**src/rtl/bcd_frame_loader_if.sv**
```systemverilog
// Digit-stream input and frame output bundle for bcd_frame_loader.
// The slave modport is the loader's view; the master modport is the view of whatever drives it.
interface bcd_frame_loader_if;
  logic [3:0]  din;
  logic        din_valid;
  logic        din_ready;
  logic        mode_in;
  logic        clear;
  logic [15:0] a;
  logic        div_11_n3;
  logic        frame_valid;
  logic        frame_ready;
  logic [1:0]  rem3;
  logic [3:0]  rem11;
  logic        pred;
  logic        err;

  modport master (
    output din, din_valid, mode_in, clear, frame_ready,
    input  din_ready, a, div_11_n3, frame_valid, rem3, rem11, pred, err
  );

  modport slave (
    input  din, din_valid, mode_in, clear, frame_ready,
    output din_ready, a, div_11_n3, frame_valid, rem3, rem11, pred, err
  );
endinterface

```
**src/rtl/bcd_frame_loader.sv**
```systemverilog
// Assembles four BCD digits (MSD first) into a 16-bit frame, with running mod-3 / mod-11
// remainders and a predicted divisibility result for cross-checking the downstream checker.
module bcd_frame_loader #(
  parameter logic [7:0] TIMEOUT = 8'd255
) (
  input logic              clk,
  input logic              rst,
  bcd_frame_loader_if.slave bus
);

  localparam logic [1:0] ST_IDLE    = 2'd0;
  localparam logic [1:0] ST_COLLECT = 2'd1;
  localparam logic [1:0] ST_FULL    = 2'd2;

  logic [1:0]  state_reg, state_next;
  logic [1:0]  count_reg, count_next;
  logic [11:0] shift_reg, shift_next;
  logic [1:0]  r3_reg, r3_next;
  logic [3:0]  r11_reg, r11_next;
  logic        mode_reg, mode_next;
  logic [7:0]  idle_reg, idle_next;

  logic [15:0] a_reg, a_next;
  logic        div_reg, div_next;
  logic        fv_reg, fv_next;
  logic [1:0]  rem3_reg, rem3_next;
  logic [3:0]  rem11_reg, rem11_next;
  logic        pred_reg, pred_next;
  logic        err_reg, err_next;

  logic        ready;
  logic        xfer;
  logic        invalid;
  logic        timeout_hit;
  logic [1:0]  r3_base;
  logic [3:0]  r11_base;
  logic [4:0]  sum3;
  logic [4:0] sum3_red;
  logic [4:0]  diff11;
  logic [4:0]  diff11_red;
  logic [1:0]  r3_step;
  logic [3:0]  r11_step;

  assign ready   = ~rst & ~bus.clear & (state_reg != ST_FULL);
  assign xfer    = bus.din_valid & ready;
  assign invalid = xfer & (bus.din > 4'd9);

  // Counter holds the number of idle edges already seen since the last transfer.
  assign timeout_hit = (TIMEOUT != 8'd0) && (state_reg == ST_COLLECT) && !xfer &&
                       (idle_reg == TIMEOUT - 8'd1);

  // Remainder step for the digit on din; the first digit of a frame starts from zero.
  always_comb begin
    r3_base  = (state_reg == ST_IDLE) ? 2'd0 : r3_reg;
    r11_base = (state_reg == ST_IDLE) ? 4'd0 : r11_reg;

    sum3 = {3'b000, r3_base} + {1'b0, bus.din};
    if (sum3 >= 5'd9)
      sum3_red = sum3 - 5'd9;
    else if (sum3 >= 5'd6)
      sum3_red = sum3 - 5'd6;
    else if (sum3 >= 5'd3)
      sum3_red = sum3 - 5'd3;
    else
      sum3_red = sum3;
    r3_step = sum3_red[1:0];

    // 10 == -1 (mod 11), so appending a digit negates the old remainder.
    diff11 = {1'b0, bus.din} + 5'd11 - {1'b0, r11_base};
    if (diff11 >= 5'd11)
      diff11_red = diff11 - 5'd11;
    else
      diff11_red = diff11;
    r11_step = diff11_red[3:0];
  end

  always_comb begin
    state_next = state_reg;
    count_next = count_reg;
    shift_next = shift_reg;
    r3_next    = r3_reg;
    r11_next   = r11_reg;
    mode_next  = mode_reg;
    idle_next  = 8'd0;
    a_next     = a_reg;
    div_next   = div_reg;
    fv_next    = fv_reg;
    rem3_next  = rem3_reg;
    rem11_next = rem11_reg;
    pred_next  = pred_reg;
    err_next   = 1'b0;

    if (bus.clear) begin
      state_next = ST_IDLE;
      count_next = 2'd0;
      fv_next    = 1'b0;
    end else begin
      case (state_reg)
        ST_IDLE, ST_COLLECT: begin
          if (xfer) begin
            if (invalid) begin
              state_next = ST_IDLE;
              count_next = 2'd0;
              err_next   = 1'b1;
            end else if (count_reg == 2'd3) begin
              state_next = ST_FULL;
              count_next = 2'd0;
              a_next     = {shift_reg, bus.din};
              div_next   = mode_reg;
              fv_next    = 1'b1;
              rem3_next  = r3_step;
              rem11_next = r11_step;
              pred_next  = mode_reg ? (r11_step == 4'd0) : (r3_step == 2'd0);
            end else begin
              state_next = ST_COLLECT;
              count_next = count_reg + 2'd1;
              shift_next = {shift_reg[7:0], bus.din};
              r3_next    = r3_step;
              r11_next   = r11_step;
              if (state_reg == ST_IDLE)
                mode_next = bus.mode_in;
            end
          end else if (timeout_hit) begin
            state_next = ST_IDLE;
            count_next = 2'd0;
            err_next   = 1'b1;
          end else if (state_reg == ST_COLLECT && TIMEOUT != 8'd0) begin
            idle_next = idle_reg + 8'd1;
          end
        end
        ST_FULL: begin
          if (bus.frame_ready) begin
            state_next = ST_IDLE;
            fv_next    = 1'b0;
          end
        end
        default: begin
          state_next = ST_IDLE;
          count_next = 2'd0;
          fv_next    = 1'b0;
        end
      endcase
    end
  end

  always_ff @(posedge clk or posedge rst) begin
    if (rst) begin
      state_reg <= ST_IDLE;
      count_reg <= 2'd0;
      shift_reg <= 12'd0;
      r3_reg    <= 2'd0;
      r11_reg   <= 4'd0;
      mode_reg  <= 1'b0;
      idle_reg  <= 8'd0;
      a_reg     <= 16'd0;
      div_reg   <= 1'b0;
      fv_reg    <= 1'b0;
      rem3_reg  <= 2'd0;
      rem11_reg <= 4'd0;
      pred_reg  <= 1'b0;
      err_reg   <= 1'b0;
    end else begin
      state_reg <= state_next;
      count_reg <= count_next;
      shift_reg <= shift_next;
      r3_reg    <= r3_next;
      r11_reg   <= r11_next;
      mode_reg  <= mode_next;
      idle_reg  <= idle_next;
      a_reg     <= a_next;
      div_reg   <= div_next;
      fv_reg    <= fv_next;
      rem3_reg  <= rem3_next;
      rem11_reg <= rem11_next;
      pred_reg  <= pred_next;
      err_reg   <= err_next;
    end
  end

  assign bus.din_ready   = ready;
  assign bus.a           = a_reg;
  assign bus.div_11_n3   = div_reg;
  assign bus.frame_valid = fv_reg;
  assign bus.rem3        = rem3_reg;
  assign bus.rem11       = rem11_reg;
  assign bus.pred        = pred_reg;
  assign bus.err         = err_reg;

endmodule

```
**src/flat_wrapper.sv**
```systemverilog
// flat-port wrapper written by rule: the top's interface ports become plain ports
module bcd_frame_loader_flat 
#(
  parameter logic [7:0] TIMEOUT = 8'd255
)
  (clk, rst, bus_din, bus_din_valid, bus_mode_in, bus_clear, bus_frame_ready, bus_din_ready, bus_a, bus_div_11_n3, bus_frame_valid, bus_rem3, bus_rem11, bus_pred, bus_err);
  bcd_frame_loader_if bus_i ();
  input logic clk;
  input logic rst;
  input wire logic [$bits(bus_i.din)-1:0] bus_din;
  input wire logic [$bits(bus_i.din_valid)-1:0] bus_din_valid;
  input wire logic [$bits(bus_i.mode_in)-1:0] bus_mode_in;
  input wire logic [$bits(bus_i.clear)-1:0] bus_clear;
  input wire logic [$bits(bus_i.frame_ready)-1:0] bus_frame_ready;
  output wire logic [$bits(bus_i.din_ready)-1:0] bus_din_ready;
  output wire logic [$bits(bus_i.a)-1:0] bus_a;
  output wire logic [$bits(bus_i.div_11_n3)-1:0] bus_div_11_n3;
  output wire logic [$bits(bus_i.frame_valid)-1:0] bus_frame_valid;
  output wire logic [$bits(bus_i.rem3)-1:0] bus_rem3;
  output wire logic [$bits(bus_i.rem11)-1:0] bus_rem11;
  output wire logic [$bits(bus_i.pred)-1:0] bus_pred;
  output wire logic [$bits(bus_i.err)-1:0] bus_err;
  assign bus_i.din = bus_din;
  assign bus_i.din_valid = bus_din_valid;
  assign bus_i.mode_in = bus_mode_in;
  assign bus_i.clear = bus_clear;
  assign bus_i.frame_ready = bus_frame_ready;
  assign bus_din_ready = bus_i.din_ready;
  assign bus_a = bus_i.a;
  assign bus_div_11_n3 = bus_i.div_11_n3;
  assign bus_frame_valid = bus_i.frame_valid;
  assign bus_rem3 = bus_i.rem3;
  assign bus_rem11 = bus_i.rem11;
  assign bus_pred = bus_i.pred;
  assign bus_err = bus_i.err;
  bcd_frame_loader #(.TIMEOUT(TIMEOUT)) u_core (.clk(clk), .rst(rst), .bus(bus_i));
endmodule
```
**config.mk**
```make
export PLATFORM = sky130hd
export DESIGN_NAME = bcd_frame_loader_flat
export DESIGN_NICKNAME = d
export VERILOG_FILES = /design/src/rtl/bcd_frame_loader_if.sv /design/src/rtl/bcd_frame_loader.sv /design/src/flat_wrapper.sv
export SDC_FILE = /design/constraint.sdc
export NUM_CORES = 1
export LEC_CHECK = 0
export BUFFER_PORTS_ARGS = -buffer_cell sky130_fd_sc_hd__buf_4
export CAP_MARGIN = 30
export CORE_ASPECT_RATIO = 2
export CORE_MARGIN = 4
export CORE_UTILIZATION = 50
export CTS_CLUSTER_DIAMETER = 100
export CTS_CLUSTER_SIZE = 10
export DETAILED_ROUTE_END_ITERATION = 7
export PLACE_DENSITY_LB_ADDON = 0.3
export SYNTH_ARGS = -nofsm -noshare
export SYNTH_HDL_FRONTEND = slang
export SYNTH_SLANG_ARGS = --single-unit
```
**constraint.sdc**
```tcl
create_clock -name clk -period 3.5 [get_ports clk]
set_clock_uncertainty 0.2 [all_clocks]
set_input_delay 0.35 -clock clk [delete_from_list [all_inputs] [get_ports clk]]
set_output_delay 0.35 -clock clk [all_outputs]
set_load 0.01 [all_outputs]
```
# Word level (Yosys, flattened, before mapping)
# Cells that the tools add are included.
[op_classes]
mux = 35
n_addsub = 9
bitwise_logic = 8
eq_ne = 11
multipliers = 0
n_shift = 0
n_reduce_logical = 13
div_mod_pow = 0
magnitude_cmp = 5
[op_table]
columns = ["operator", "n"]
rows = [
  ["8-bit 2-to-1 mux", 5],
  ["2-bit 2-to-1 mux", 14],
  ["1-bit 2-to-1 mux", 11],
  ["5-bit by 4-bit >= comparator with 1-bit output, second input constant", 2],
  ["5-bit AND reduction", 2],
  ["8-bit by 1-bit adder with 8-bit output, second input constant", 1],
  ["8-bit equality test, second input constant", 1],
  ["4-bit 2-to-1 mux", 2],
  ["2-bit case mux with 2 select lines", 2],
  ["3-bit by 2-bit inequality test with 1-bit output, second input constant", 2],
  ["3-bit inequality test, second input constant", 2],
  ["6-bit AND reduction", 1],
  ["2-bit by 4-bit adder with 5-bit output", 1],
  ["4-bit by 4-bit adder with 5-bit output, second input constant", 1],
  ["5-bit by 2-bit >= comparator with 1-bit output, second input constant", 1],
  ["5-bit by 3-bit >= comparator with 1-bit output, second input constant", 1],
  ["5-bit by 4-bit subtractor with 5-bit output", 1],
  ["1-bit bitwise AND", 4],
  ["2-bit equality test, second input constant", 2],
  ["4-bit greater-than comparator, second input constant", 1],
  ["2-bit logical NOT", 2],
  ["4-bit logical NOT", 1],
  ["2-bit inequality test, second input constant", 2],
  ["4-bit by 2-bit inequality test with 1-bit output, second input constant", 1],
  ["other kinds (12)", 18],
]
[totals]
romBits = 0
out_inout_bits = 27
mem_bits_rw = 0
inputBits = 10
elab_cells = 95
latchBits = 0
register_bits = 57
n_memories = 0

# Longest topological paths before layout
# Gate-level depths: netlist (run 1).
[depth]
word_depth = 11
depth_mapped = 13
mapped_depth_nobuf = 12

# Worst setup path before layout (run 1)
# Ideal clock, no wire load.
[synth_path]
path_kind = "input-to-reg"
start = "input rst"
end = "register u_core.mode_reg"
arrival_ns = 2.678
setup_time_ns = 0.128
path_stages = 6
path_buffers = 1
slack_ns = 0.494
required_ns = 3.172
cell_sequence = "inv_1 and4_1 and2b_1 buf_6 nor2b_1 mux2_1"
[synth_via]
elab_chain_len = 7
[synth_rtl]
columns = ["item", "line_no", "rtl"]
rows = [
  ["start, declared", "flat_wrapper.sv:9", "input logic rst;"],
  ["1-bit inverter (*)", "bcd_frame_loader.sv:44", "assign ready = ~rst & ~bus.clear & (state_reg != ST_FULL);"],
  ["1-bit bitwise AND (*) (2 in series)", "bcd_frame_loader.sv:44", ""],
  ["1-bit bitwise AND (*)", "bcd_frame_loader.sv:45", "assign xfer = bus.din_valid & ready;"],
  ["1-bit bitwise AND", "bcd_frame_loader.sv:46", "assign invalid = xfer & (bus.din > 4'd9);"],
  ["1-bit inverter (no line)", "-", ""],
  ["6-bit AND reduction (no line) (*)", "-", ""],
  ["end signal, assigned", "bcd_frame_loader.sv:168", "mode_reg <= mode_next;"],
  ["end, declared", "bcd_frame_loader.sv:20", "logic mode_reg, mode_next;"],
]
# Mark *: on every way between the ends. The rest lies on a longest branch, timed or not.
# A chain may end at the register's enable or synchronous reset.

# Worst setup path after layout (run 1)
[layout_path]
start = "register u_core.state_reg[1]"
end = "register u_core.pred_reg, in the netlist u_core.bus.pred"
[layout_via]
elab_chain_len = 9
elab_cells_between_ends = 28
cone_classes = "add/sub (6); order compare (4); eq/ne (2); mux (7); bitwise (4); reduce/logical (5)"
[layout_rtl]
columns = ["item", "line_no", "rtl"]
rows = [
  ["start, declared", "bcd_frame_loader.sv:15", "logic [1:0] state_reg, state_next;"],
  ["start signal, assigned", "bcd_frame_loader.sv:163", "state_reg <= state_next;"],
  ["2-bit logical NOT", "bcd_frame_loader.sv:54, bcd_frame_loader.sv:55, bcd_frame_loader.sv:98", ""],
  ["2-bit 2-to-1 mux", "bcd_frame_loader.sv:54", "r3_base = (state_reg == ST_IDLE) ? 2'd0 : r3_reg;"],
  ["2-bit by 4-bit adder with 5-bit output", "bcd_frame_loader.sv:57", "sum3 = {3'b000, r3_base} + {1'b0, bus.din};"],
  ["5-bit by 2-bit >= comparator with 1-bit output or 2-bit subtractor (tied branches)", "bcd_frame_loader.sv:62, bcd_frame_loader.sv:63", ""],
  ["2-bit 2-to-1 mux", "bcd_frame_loader.sv:62", "else if (sum3 >= 5'd3)"],
  ["2-bit 2-to-1 mux", "bcd_frame_loader.sv:60", "else if (sum3 >= 5'd6)"],
  ["2-bit 2-to-1 mux", "bcd_frame_loader.sv:58", "if (sum3 >= 5'd9)"],
  ["2-bit logical NOT", "bcd_frame_loader.sv:113", "pred_next = mode_reg ? (r11_step == 4'd0) : (r3_step == 2'd0);"],
  ["1-bit 2-to-1 mux", "bcd_frame_loader.sv:113", ""],
  ["end signal, assigned", "bcd_frame_loader.sv:175", "pred_reg <= pred_next;"],
  ["end, declared", "bcd_frame_loader.sv:28", "logic pred_reg, pred_next;"],
]
# Several ways; a longest one is shown, not always the timed one.

==> flow_summary.yaml, run 1 <==
layout:
  fill_cells: 490
  nets: 345
  seqCellArea_sq_um: 1430
  diodes: 0
  area_delta_synth_final_pct: 19.9
  drive_gt1_frac: 0.230
  largest_reg_flops: 16
  most-common-layout-cells: "dfrtp_1 (57), nand2_1 (51), buf_4 (39)"
  multiInputGateArea_sq_um: 1330
  postLayoutCoreUtil: 0.626
  mostFrequentLayoutCell: "dfrtp_1"
floorplan:
  rows: 38
  die_area_sq_um: 7110
  core_sq_um: 5520
  io_pins: 37
  start_util: 0.522
  die_x_um: 61.7
  die_h_um: 115
timing:
  min_period_ns: 3.22
  hold_slack_ns: 0.0333
  finalSetupViolCount: 0
  final_max_slew_viol_count: 0
  rsz0062_at_grt: "false"
  fin_crit_sh: 0.919
  relSlewSlack: 0.522
  tightestPinTransition_ns: 0.717
  fin_tns_setup_ns: 0
  clock.fmax_ghz: 0.311
  hold_viol: 0
  layout_setup_ws_ns: 0.284
synth:
  synth_nets: 304
  postSynthAreaPerCell_sq_um: 10.4
  synth-edff-count: 0
  synthArstFlopShare: 1.00
  synth.cell_area_sq_um: 2880
  netlist.area_leader.share: 0.495
  ys_types: 43
  synth_area_leaders: "dfrtp_1 (50%), ha_1 (7.0%), nand2_1 (6.6%)"
  synth_top_area_cell: "dfrtp_1"
  synth_ff_type: "dfrtp_1"
  ys_ff_latch: 57
  synth-seq-area-share: 0.495
  yosys_warnings: 0
  synth_cells: 276
setup_path:
  crit_fanout: 10
  rr_startpoint: "u_core.state_reg[1]$_DFFE_PP0P_"
  cp.required_ns: 3.51
  r2r_cells: 12
  startpoint_type: "flop"
  path_class: "reg2reg"
  cp-startpoint: "u_core.state_reg[1]$_DFFE_PP0P_"
  arrival_ns: 3.23
  crit_path_end_kind: "flop"
power_and_ir_drop:
  p_per_area_nw_per_um2: 556
  p_leak_nw: 1.77
  total_power_mw: 1.92
  ir_worst_vdd_mv: 0.442
placement:
  io_buffer_count: 36
  place_congestion: 0.786
  dp_hpwl_um: 4080
  dp_slack_ns: 0.302
routing:
  route.detailed.drc: 0
  dr.pass1.iters: 4
  antenna_left: 0
  drtIter0Drc: 75
  vias_per_cell: 5.37
  wl_per_cell_um: 14.7
  vias: 2053
  drt-total-wl_um: 5620
cts:
  cts-root-buf: "clkbuf_8"
  cts_tree: "done"
  cts_inserted_buffers: 9
  clkLatencyLatePin_ns: 0.34
  post-cts-setup-buffers: 0
  clk_path_buf_depth: 2
  cts.sinks: 57
  cts.reportedPaths.clkPinSlew_ns: 0.07
  ctsHtreeMaxLevel: 3
job:
  drv_cap: 0
grt:
  first_global_vias: 2067
  grt_overflow: 0
  grt_pass1_wl_um: 9670
  grt_use_total: 0.190
  antenna_found_initial: 0
  grt_max_degree: 58
min_path:
  hold_class: "in2async"
outcome:
  status: "complete, no violations"
power by group:
group | switching [mW] | leakage, nW | total, mW | internal, mW
Sequential | 0.0514 | 0.756 | 0.797 | 0.746
Clock | 0.265 | 0.129 | 0.796 | 0.531
Combinational | 0.173 | 0.880 | 0.328 | 0.154
metrics by stage:
stage	std cells	area, sq um
after detailed placement	365	3180
after global routing	382	3450
after CTS	382	3450
after floorplan	276	2880
after global placement	365	3180
final	382	3450
path summary, 6_finish.rpt:
kind	slack, ns	endpoint
max	0.28	u_core.bus.pred$_DFFE_PP0P_
min	0.03	u_core.state_reg[0]$_DFFE_PP0P_
max reg2reg	0.28	u_core.bus.pred$_DFFE_PP0P_
min reg2reg	0.26	u_core.bus.a[12]$_DFFE_PP0P_
max in group asynchronous	2.60	u_core.r3_reg[1]$_DFFE_PP0P_
min in group clk	0.04	u_core.mode_reg$_DFFE_PP0P_
metal layers:
layer,up-vias,wire [um],global-route usage
li1,1005,-,-
met1,988,2190,0.217
met2,44,3010,0.301
met3,16,216,0.0472
met4,0,203,0.123
met5,-,0,0
critical path, cell delays in order, from the launching register on:
cell and delay [ns]:
dfrtp_1 0.48, nor2_1 0.25, nor2b_1 0.09, ha_1 0.23, fa_2 0.62, inv_1 0.06
ha_1 0.17, nor3_1 0.16, o21ai_0 0.13, mux2i_1 0.27, xnor2_2 0.12, a32oi_1 0.20
o41ai_1 0.10
layout make-up:
type	count	area share
clock inverter	4	0.0283
inverter	14	0.0152
clock buffer	12	0.0478
sequential	57	0.413
timing repair buffer	40	0.0877
tap	60	0.0217
multi-input combinational	195	0.386
repair_timing:
action                                  4_1_cts  5_1_grt
endpoints found under the hold margin         1        0
hold buffers                                  1        0
endpoints found under the setup margin        0        1
gates resized for setup                       0        1
synthesized netlist by cell type (2+ instances only):
| cell | number |
|---|---|
| a21oi_1 | 5 |
| a211oi_1 | 2 |
| mux2_2 | 8 |
| nor3_1 | 4 |
| nand2_1 | 51 |
| buf_6 | 4 |
| xnor2_1 | 3 |
| nand3_1 | 7 |
| nor2_1 | 22 |
| ha_1 | 16 |
| xor2_1 | 7 |
| xnor2_2 | 2 |
| inv_1 | 13 |
| and3_1 | 3 |
| o21ai_0 | 10 |
| nor2b_1 | 7 |
| or2_2 | 2 |
| o21a_1 | 3 |
| clkbuf_1 | 3 |
| mux2i_1 | 4 |
| a21o_1 | 2 |
| mux2_1 | 12 |
| dfrtp_1 | 57 |
| o21ai_1 | 4 |
| fa_1 | 2 |
| buf_2 | 3 |
| a31oi_1 | 2 |
| nand2b_1 | 2 |
| and3b_1 | 2 |
logic make-up after synthesis:
kind of cell	count (synthesis)	share of synthesized area
adders and majority gates	18	0.0834
DFF	57	0.495
muxes	24	0.0921
AOI/OAI and AO/OA	36	0.0808
and+or+nand+nor	105	0.164
xor gates and xnor gates	12	0.0417
buffers and inverters	24	0.0430
Note: power is estimated with default switching activity, not from simulation.
==> run 2: changes to the inputs <==
==> constraint.sdc (replaced) <==
create_clock -name clk -period 3.5 [get_ports clk]
set_clock_uncertainty 0.2 [all_clocks]
set_input_delay 0.525 -clock clk [delete_from_list [all_inputs] [get_ports clk]]
set_output_delay 0.525 -clock clk [all_outputs]
set_load 0.01 [all_outputs]
==> run 2 against run 1 <==
Effect of this change: die area did not move; largest cell class unchanged; critical path depth is the same; core utilization decreased by 1.9 points; final area down 3.0%; routed wire length decreased by 0.52%; worst hold slack better by 0.16 ns; via count shrank 0.19%; count of clock-buffer cells in the layout decreased by 3; global-route usage shrank 1.2 points; sequential share of layout area is 1.3 points higher; power shrank 14%; final cell count decreased by 0.26%.
==> flow_summary.yaml, run 2 (same netlist as run 1, synthesis figures left out) <==
routing:
  vias_per_cell: 5.38
  wl_per_cell_um: 14.7
  dr.pass1.iters: 4
  vias: 2049
  route.detailed.drc: 0
  drt-total-wl_um: 5590
  drtIter0Drc: 91
  antenna_left: 0
setup_path:
  r2r_cells: 12
  crit_fanout: 10
  startpoint_type: "flop"
  path_class: "reg2reg"
  arrival_ns: 3.16
  cp.required_ns: 3.50
  crit_path_end_kind: "flop"
timing:
  clock.fmax_ghz: 0.317
  hold_viol: 0
  relSlewSlack: 0.529
  fin_crit_sh: 0.901
  final_max_slew_viol_count: 0
  rsz0062_at_grt: "false"
  fin_tns_setup_ns: 0
  finalSetupViolCount: 0
  tightestPinTransition_ns: 0.707
  layout_setup_ws_ns: 0.347
  min_period_ns: 3.15
layout:
  multiInputGateArea_sq_um: 1330
  seqCellArea_sq_um: 1430
  area_delta_synth_final_pct: 16.3
  largest_reg_flops: 16
  mostFrequentLayoutCell: "dfrtp_1"
  diodes: 0
  nets: 344
  drive_gt1_frac: 0.231
  fill_cells: 484
  most-common-layout-cells: "dfrtp_1 (57), nand2_1 (51), buf_4 (39)"
  final_cells: 381
grt:
  use_met3: 0.0416
  use_met2: 0.284
  busiest_layer: "met2"
  grt_max_degree: 58
  grt_overflow: 0
  grt_pass1_wl_um: 9180
  antenna_found_initial: 0
  met1_usage: 0.213
  grt_use_total: 0.178
  first_global_vias: 1991
floorplan:
  io_pins: 37
  start_util: 0.522
  die_x_um: 61.7
  rows: 38
  die_h_um: 115
  core_sq_um: 5520
  die_area_sq_um: 7110
cts:
  cts.reportedPaths.clkPinSlew_ns: 0.07
  ctsHtreeMaxLevel: 3
  cts_inserted_buffers: 9
  cts_hold_buf: 0
  cts_tree: "done"
  clkLatencyLatePin_ns: 0.34
  cts.sinks: 57
  clk_path_buf_depth: 2
  cts-root-buf: "clkbuf_8"
placement:
  io_buffer_count: 36
  place_congestion: 0.798
  dp_slack_ns: 0.327
  dp_hpwl_um: 4070
  dpl.cell_count: 365
power_and_ir_drop:
  ir_worst_vdd_mv: 0.473
  total_power_mw: 1.65
  p_per_area_nw_per_um2: 493
  p_leak_nw: 1.72
job:
  drv_cap: 0
min_path:
  whs_path_depth: 2
  hold_class: "in2reg"
outcome:
  status: "complete, no violations"
==> run 2: path summary, 6_finish.rpt <==
path	from	end	slack, ns
worst max register to register	u_core.state_reg[1]$_DFFE_PP0P_	u_core.bus.pred$_DFFE_PP0P_	0.35
worst min register to register	u_core.shift_reg[8]$_DFFE_PP0P_	u_core.bus.a[12]$_DFFE_PP0P_	0.26
max in group asynchronous	rst	u_core.bus.a[12]$_DFFE_PP0P_	2.42
worst max-delay path	u_core.state_reg[1]$_DFFE_PP0P_	u_core.bus.pred$_DFFE_PP0P_	0.35
worst min-delay path	bus_clear	u_core.bus.frame_valid$_DFFE_PP0P_	0.19
min in group asynchronous	rst	u_core.idle_reg[3]$_DFF_PP0_	0.20
==> run 2: where the power goes <==
part	leakage (nW)	switching, mW	internal [mW]	total [mW]
Combinational	0.878	0.169	0.153	0.323
Clock	0.0814	0.277	0.254	0.531
Sequential	0.756	0.0519	0.745	0.797
Total	1.72	0.498	1.15	1.65
==> run 2: final cells by class <==
| type | instances | share of cell area |
|---|---|---|
| clock buffers | 9 | 0.0370 |
| clock inverters | 7 | 0.0138 |
| inverters | 14 | 0.0157 |
| multi-input cells | 195 | 0.398 |
| flip-flops and latches | 57 | 0.426 |
| well taps | 60 | 0.0224 |
| repair buffers | 39 | 0.0874 |
==> run 2: worst max-delay path, cell delays in order, from the launching register on <==
cell and delay [ns]:
dfrtp_1 0.48, nor2_2 0.21, nor2b_1 0.07, ha_1 0.22, fa_1 0.65, inv_1 0.07, ha_1 0.18, nor3_1 0.16
o21ai_0 0.14, mux2i_1 0.24, xnor2_2 0.11, a32oi_1 0.19, o41ai_1 0.11
==> run 2: metrics by stage <==
stage,utilization,area (sq um),hold WS [ns]
2_1_floorplan,-,2880,0.232
6_report,0.607,3350,0.193
4_1_cts,0.607,3350,0.181
3_3_place_gp,0.576,3180,0.247
3_5_place_dp,0.576,3180,0.250
5_1_grt,0.607,3350,0.192
==> run 2: what timing repair did <==
| action | 4_1_cts | 5_1_grt |
|---|---|---|
| setup buffers | 0 | 0 |
| gates resized for setup | 0 | 1 |
| endpoints found under the setup margin | 0 | 1 |
==> run 2: per-layer routing <==
layer / up-vias / wire (um)
li1: 1010 / -
met1: 978 / 2220
met2: 43 / 2920
met3: 18 / 233
met4: 0 / 210
met5: - / 0
